$ cat src/rtl/video_timing_gen.sv
// ---------------------------------------------------------------------------
// video_timing_gen
//
// Progressive raster timing generator. Walks the beam position across each
// line (active, front porch, sync, back porch) and down each frame in the
// same order, and produces syncs, data-enable and line/frame start strobes.
// Default mode is 640x480@60 (800 x 525 totals).
//
// Ports:
//   i_clk          pixel-domain clock (only clock)
//   i_rst_n        asynchronous active-low reset (release synchronized
//                  externally)
//   i_en           pixel advance enable
//   o_x, o_y       beam position, 0..H_TOTAL-1 / 0..V_TOTAL-1
//   o_h_sync       horizontal sync, polarity from H_SYNC_POL
//   o_v_sync       vertical sync, polarity from V_SYNC_POL
//   o_de           high inside the visible area
//   o_line_start   one-cycle strobe after an advance that lands on x == 0
//   o_frame_start  one-cycle strobe after an advance that lands on (0,0)
//   o_frame_cnt    frame counter, only when VTG_FRAME_CNT_EN is defined
//
// Optional feature macro: VTG_FRAME_CNT_EN
// ---------------------------------------------------------------------------
module video_timing_gen #(
    parameter int H_ACTIVE   = 640,
    parameter int H_FP       = 16,
    parameter int H_SYNC     = 96,
    parameter int H_BP       = 48,
    parameter int V_ACTIVE   = 480,
    parameter int V_FP       = 10,
    parameter int V_SYNC     = 2,
    parameter int V_BP       = 33,
    parameter int H_SYNC_POL = 0,
    parameter int V_SYNC_POL = 0
) (
    input  logic        i_clk,
    input  logic        i_rst_n,
    input  logic        i_en,
    output logic [15:0] o_x,
    output logic [15:0] o_y,
    output logic        o_h_sync,
    output logic        o_v_sync,
    output logic        o_de,
    output logic        o_line_start,
    output logic        o_frame_start
`ifdef VTG_FRAME_CNT_EN
    ,
    output logic [15:0] o_frame_cnt
`endif
);

    localparam int H_TOTAL = H_ACTIVE + H_FP + H_SYNC + H_BP;
    localparam int V_TOTAL = V_ACTIVE + V_FP + V_SYNC + V_BP;

    if (H_TOTAL > 65535 || V_TOTAL > 65535) begin : g_total_check
        $error("video_timing_gen: H_TOTAL/V_TOTAL exceed 16-bit counter range");
    end

    localparam logic [15:0] H_LAST       = 16'(H_TOTAL - 1);
    localparam logic [15:0] V_LAST       = 16'(V_TOTAL - 1);
    localparam logic [15:0] H_ACT        = 16'(H_ACTIVE);
    localparam logic [15:0] V_ACT        = 16'(V_ACTIVE);
    localparam logic [15:0] H_SYNC_START = 16'(H_ACTIVE + H_FP);
    localparam logic [15:0] H_SYNC_END   = 16'(H_ACTIVE + H_FP + H_SYNC);
    localparam logic [15:0] V_SYNC_START = 16'(V_ACTIVE + V_FP);
    localparam logic [15:0] V_SYNC_END   = 16'(V_ACTIVE + V_FP + V_SYNC);

    // Physical level of each sync while inactive; XOR with the active flag
    // gives the driven level.
    localparam logic H_IDLE = (H_SYNC_POL == 0);
    localparam logic V_IDLE = (V_SYNC_POL == 0);

    logic [15:0] r_x;
    logic [15:0] r_y;
    logic        r_h_sync;
    logic        r_v_sync;
    logic        r_de;
    logic        r_line_start;
    logic        r_frame_start;

    logic        w_x_last;
    logic        w_y_last;
    logic [15:0] w_x_nxt;
    logic [15:0] w_y_nxt;
    logic        w_de_nxt;
    logic        w_h_sync_nxt;
    logic        w_v_sync_nxt;

    // Next-position decode. Levels are registered from these so they line
    // up with the position registers without an extra cycle of latency.
    always_comb begin
        // NOTE: every signal gets a default at the top of a combinational
        // block so no path leaves it unassigned and infers a latch.
        w_x_last = (r_x == H_LAST);
        w_y_last = (r_y == V_LAST);
        w_x_nxt  = w_x_last ? 16'd0 : r_x + 16'd1;
        w_y_nxt  = r_y;
        if (w_x_last) begin
            w_y_nxt = w_y_last ? 16'd0 : r_y + 16'd1;
        end
        w_de_nxt     = (w_x_nxt < H_ACT) && (w_y_nxt < V_ACT);
        w_h_sync_nxt = ((w_x_nxt >= H_SYNC_START) && (w_x_nxt < H_SYNC_END)) ^ H_IDLE;
        w_v_sync_nxt = ((w_y_nxt >= V_SYNC_START) && (w_y_nxt < V_SYNC_END)) ^ V_IDLE;
    end

    // Reset parks the beam on the last pixel of the frame so the first
    // enabled edge lands on (0,0) and raises both strobes.
    always_ff @(posedge i_clk or negedge i_rst_n) begin
        // NOTE: sequential state uses non-blocking assignments so every
        // register samples pre-edge values regardless of statement order.
        if (!i_rst_n) begin
            r_x           <= H_LAST;
            r_y           <= V_LAST;
            r_de          <= 1'b0;
            r_h_sync      <= H_IDLE;
            r_v_sync      <= V_IDLE;
            r_line_start  <= 1'b0;
            r_frame_start <= 1'b0;
        end else begin
            // Strobes clear on every edge; only an advancing edge can raise
            // them, so a held enable never stretches them.
            r_line_start  <= 1'b0;
            r_frame_start <= 1'b0;
            if (i_en) begin
                r_x           <= w_x_nxt;
                r_y           <= w_y_nxt;
                r_de          <= w_de_nxt;
                r_h_sync      <= w_h_sync_nxt;
                r_v_sync      <= w_v_sync_nxt;
                r_line_start  <= w_x_last;
                r_frame_start <= w_x_last && w_y_last;
            end
        end
    end

`ifdef VTG_FRAME_CNT_EN
    logic [15:0] r_frame_cnt;

    // Counts the same event that raises o_frame_start; wraps naturally.
    always_ff @(posedge i_clk or negedge i_rst_n) begin
        if (!i_rst_n) begin
            r_frame_cnt <= 16'd0;
        end else if (i_en && w_x_last && w_y_last) begin
            r_frame_cnt <= r_frame_cnt + 16'd1;
        end
    end

    assign o_frame_cnt = r_frame_cnt;
`endif

    assign o_x           = r_x;
    assign o_y           = r_y;
    assign o_h_sync      = r_h_sync;
    assign o_v_sync      = r_v_sync;
    assign o_de          = r_de;
    assign o_line_start  = r_line_start;
    assign o_frame_start = r_frame_start;

endmodule

$ cat config.mk
export PLATFORM = sky130hd
export DESIGN_NAME = video_timing_gen
export DESIGN_NICKNAME = d
export VERILOG_FILES = /design/src/rtl/video_timing_gen.sv
export SDC_FILE = /design/constraint.sdc
export NUM_CORES = 1
export LEC_CHECK = 0
export BUFFER_PORTS_ARGS = -buffer_cell sky130_fd_sc_hd__buf_2
export CORE_ASPECT_RATIO = 1.25
export CORE_MARGIN = 8
export CORE_UTILIZATION = 57
export DETAILED_ROUTE_END_ITERATION = 6
export PLACE_DENSITY = 0.8
export SYNTH_ARGS = -nofsm -noshare
export SYNTH_HDL_FRONTEND = slang
export SYNTH_SLANG_ARGS = --single-unit
$ cat constraint.sdc
create_clock -name i_clk -period 2.8 [get_ports i_clk]
set_input_delay 0.42 -clock i_clk [delete_from_list [all_inputs] [get_ports i_clk]]
set_output_delay 0.42 -clock i_clk [all_outputs]
set_load 0.03 [all_outputs]
==> flow_summary.json <==
{
  "crit_fanout": 6,
  "synth_mux_area_frac": 0.0199,
  "p_per_area_nw_per_um2": 487,
  "status": "finished clean",
  "setup_viol": 0,
  "drc_errors": 0,
  "min_period_ns": 2.54,
  "syn_to_final_growth_pct": 12.4,
  "layout.area.seq_um2": 941,
  "setup_ws_ns": 0.263,
  "synth_cell_type_count": 62,
  "wl_met1_um": 2790,
  "grt_pass1_wl_um": 11600,
  "grt_max_degree": 38,
  "insertion_delay_ns": 0.29,
  "ir_worst_vdd_v": 0.000280,
  "drtIter0Drc": 195,
  "grt_overflow_total": 0,
  "n_antenna_cell": 0,
  "netlist_area_um2": 2650,
  "first_global_vias": 2373,
  "die-area_um2": 7090,
  "start_util": 0.598,
  "top_layer": "met4",
  "relSlewSlack": 0.431,
  "async_flop_share": 1.00,
  "cp-end-kind": "register",
  "drv_slew": 0,
  "synth_seq_area_share": 0.356,
  "dp_hpwl_um": 5210,
  "syn-num-nets": 312,
  "fin_nets": 342,
  "rsz0062_at_grt": "false",
  "htree_num_levels": 2,
  "fin_skew_ns": 0.00634,
  "place_inst": 387,
  "synth_top_area_frac": 0.236,
  "postCtsHoldBufs": 0,
  "yosys.area.top_type": "dfrtp_1",
  "nFillCells": 394,
  "fin_tns_setup_ns": 0,
  "cts_tree": "yes",
  "hold_viol_final": 0,
  "syn_inst": 306,
  "postRouteAntennaNets": 0,
  "die_h_um": 92.2,
  "cts-root-buf": "clkbuf_8",
  "cts_resized": 0,
  "antenna_found_initial": 0,
  "cts_buffers": 5,
  "postCtsSetupBuffers": 0,
  "clkTransAtPathRegs_ns": 0.08,
  "leakagePower_nw": 1.26,
  "grtUsageTotal": 0.199,
  "synth_compound_area_frac": 0.171,
  "io_pins": 40,
  "critPathKind": "reg2reg",
  "ys_ff_latch": 37,
  "final_common_cell": "buf_2",
  "synth_edf_count": 0,
  "synth_area_per_cell_um2": 8.65,
  "multiInputGateArea_um2": 1500,
  "synth-adder-area-share": 0.0142,
  "crit_path_start_kind": "register",
  "synth-xor-area-share": 0.0629,
  "synth_ff_type": "dfrtp_1",
  "worst_slew_pin_slew_ns": 0.853,
  "drive_gt1_frac": 0.273,
  "die_w_um": 76.9,
  "post-place-ws_ns": 0.278,
  "fp-row-count": 27,
  "via_per_inst": 6.29,
  "yosysWarnings": 0,
  "ff2ff_path_depth": 7,
  "max_freq_mhz": 394,
  "mostFrequentLayoutCells": "39 x buf_2, 34 x nand2_1, 28 x o21ai_0",
  "final_cells": 395,
  "fin_crit_sh": 0.906,
  "dr_wl_met2_um": 3640,
  "power_w": 0.00145,
  "firstDrtPassIters": 4,
  "vias": 2483,
  "yosys-top-cells-area": "dfrtp_1 24%, dfstp_2 12%, o21ai_0 5.3%, xnor2_1 5.0%, nand2_1 4.8%",
  "hold_class": "in2async",
  "gp_congestion": 0.985,
  "critPathArrivalTime_ns": 2.73,
  "port_buffers": 39,
  "synthSimpleGateAreaFrac": 0.298,
  "cts_num_sinks": 37,
  "cts_buffer_depth": 2,
  "maxCapViolCount": 0,
  "drt_wl_total_um": 7040,
  "synth_top_family_by_area": "simple AND/OR/NAND/NOR gates",
  "core_area_um2": 4430,
  "routed-wl-met3_um": 351,
  "avgRoutedWirePerCell_um": 17.8,
  "worstPathRequired_ns": 2.99
}
[cells by family after synthesis]
family	count (synthesis)
simple gates	133
compound gates	68
buf+inv	41
flops	37
xor+xnor	19
mux	5
fa+ha+maj	3
[state kept, by name, summed over array words and instances (netlist names)]
register and count:
o_frame_start 1, o_v_sync 1, o_y 16, o_h_sync 1, o_de 1, o_line_start 1, o_x 16
[cell type report]
type,count,share of cell area
clock buffers,7,0.0290
clock inverters,1,0.0101
inverters,9,0.0114
multi-input cells,228,0.503
flip-flops and latches,37,0.316
well taps,58,0.0244
repair buffers,55,0.106
[critical path, cell delays in order, from the launching register on]
cell and delay, ns:
dfstp_2 0.58, ha_1 0.27, and4_4 0.28, nand4_1 0.14
nor3_1 0.23, mux2_2 0.37, or3_4 0.40, o41ai_2 0.19
[synthesized netlist by cell type, drive strengths merged, types with 3 or more instances]
cell    instances
dfstp          12
and3            5
dfrtp          25
clkbuf         12
nand3          14
inv             8
o31ai           4
o21ai          28
a31oi           6
nor4b           6
or3             3
nor2           20
nand2          34
xor2            4
xnor2          15
nor4            6
buf            20
ha              3
nor3           12
a21oi           8
and4            8
mux2i           3
nand4          16
[stage by stage]
stage | area [um^2] | util | hold slack (ns)
floorplan | 2650 | - | 0.124
global placement | 2860 | 0.646 | 0.491
detailed placement | 2860 | 0.646 | 0.498
CTS | 2980 | 0.672 | 0.262
global route | 2980 | 0.672 | 0.304
finish | 2980 | 0.672 | 0.234
[where the power goes]
group          internal, W  switching, W
Combinational     0.000100      0.000190
Sequential        0.000600     0.0000779
Clock             0.000291      0.000192
Total             0.000991      0.000459
[worst paths after layout]
path                           from       end  slack, ns
setup / recovery             o_x[0]      o_de       0.26
hold / removal              i_rst_n   o_x[11]       0.23
setup reg to reg             o_x[0]      o_de       0.26
hold reg to reg            o_h_sync  o_h_sync       0.52
max in group asynchronous   i_rst_n    o_y[8]       2.02
min in group i_clk         o_h_sync  o_h_sync       0.52
[layer usage]
| metal | vias up | global-route usage |
|---|---|---|
| met5 | - | 0 |
| met3 | 21 | 0.0371 |
| li1 | 1181 | - |
| met2 | 92 | 0.350 |
| met4 | 0 | 0.0981 |
| met1 | 1189 | 0.225 |
(Power assumes the default switching activity.)
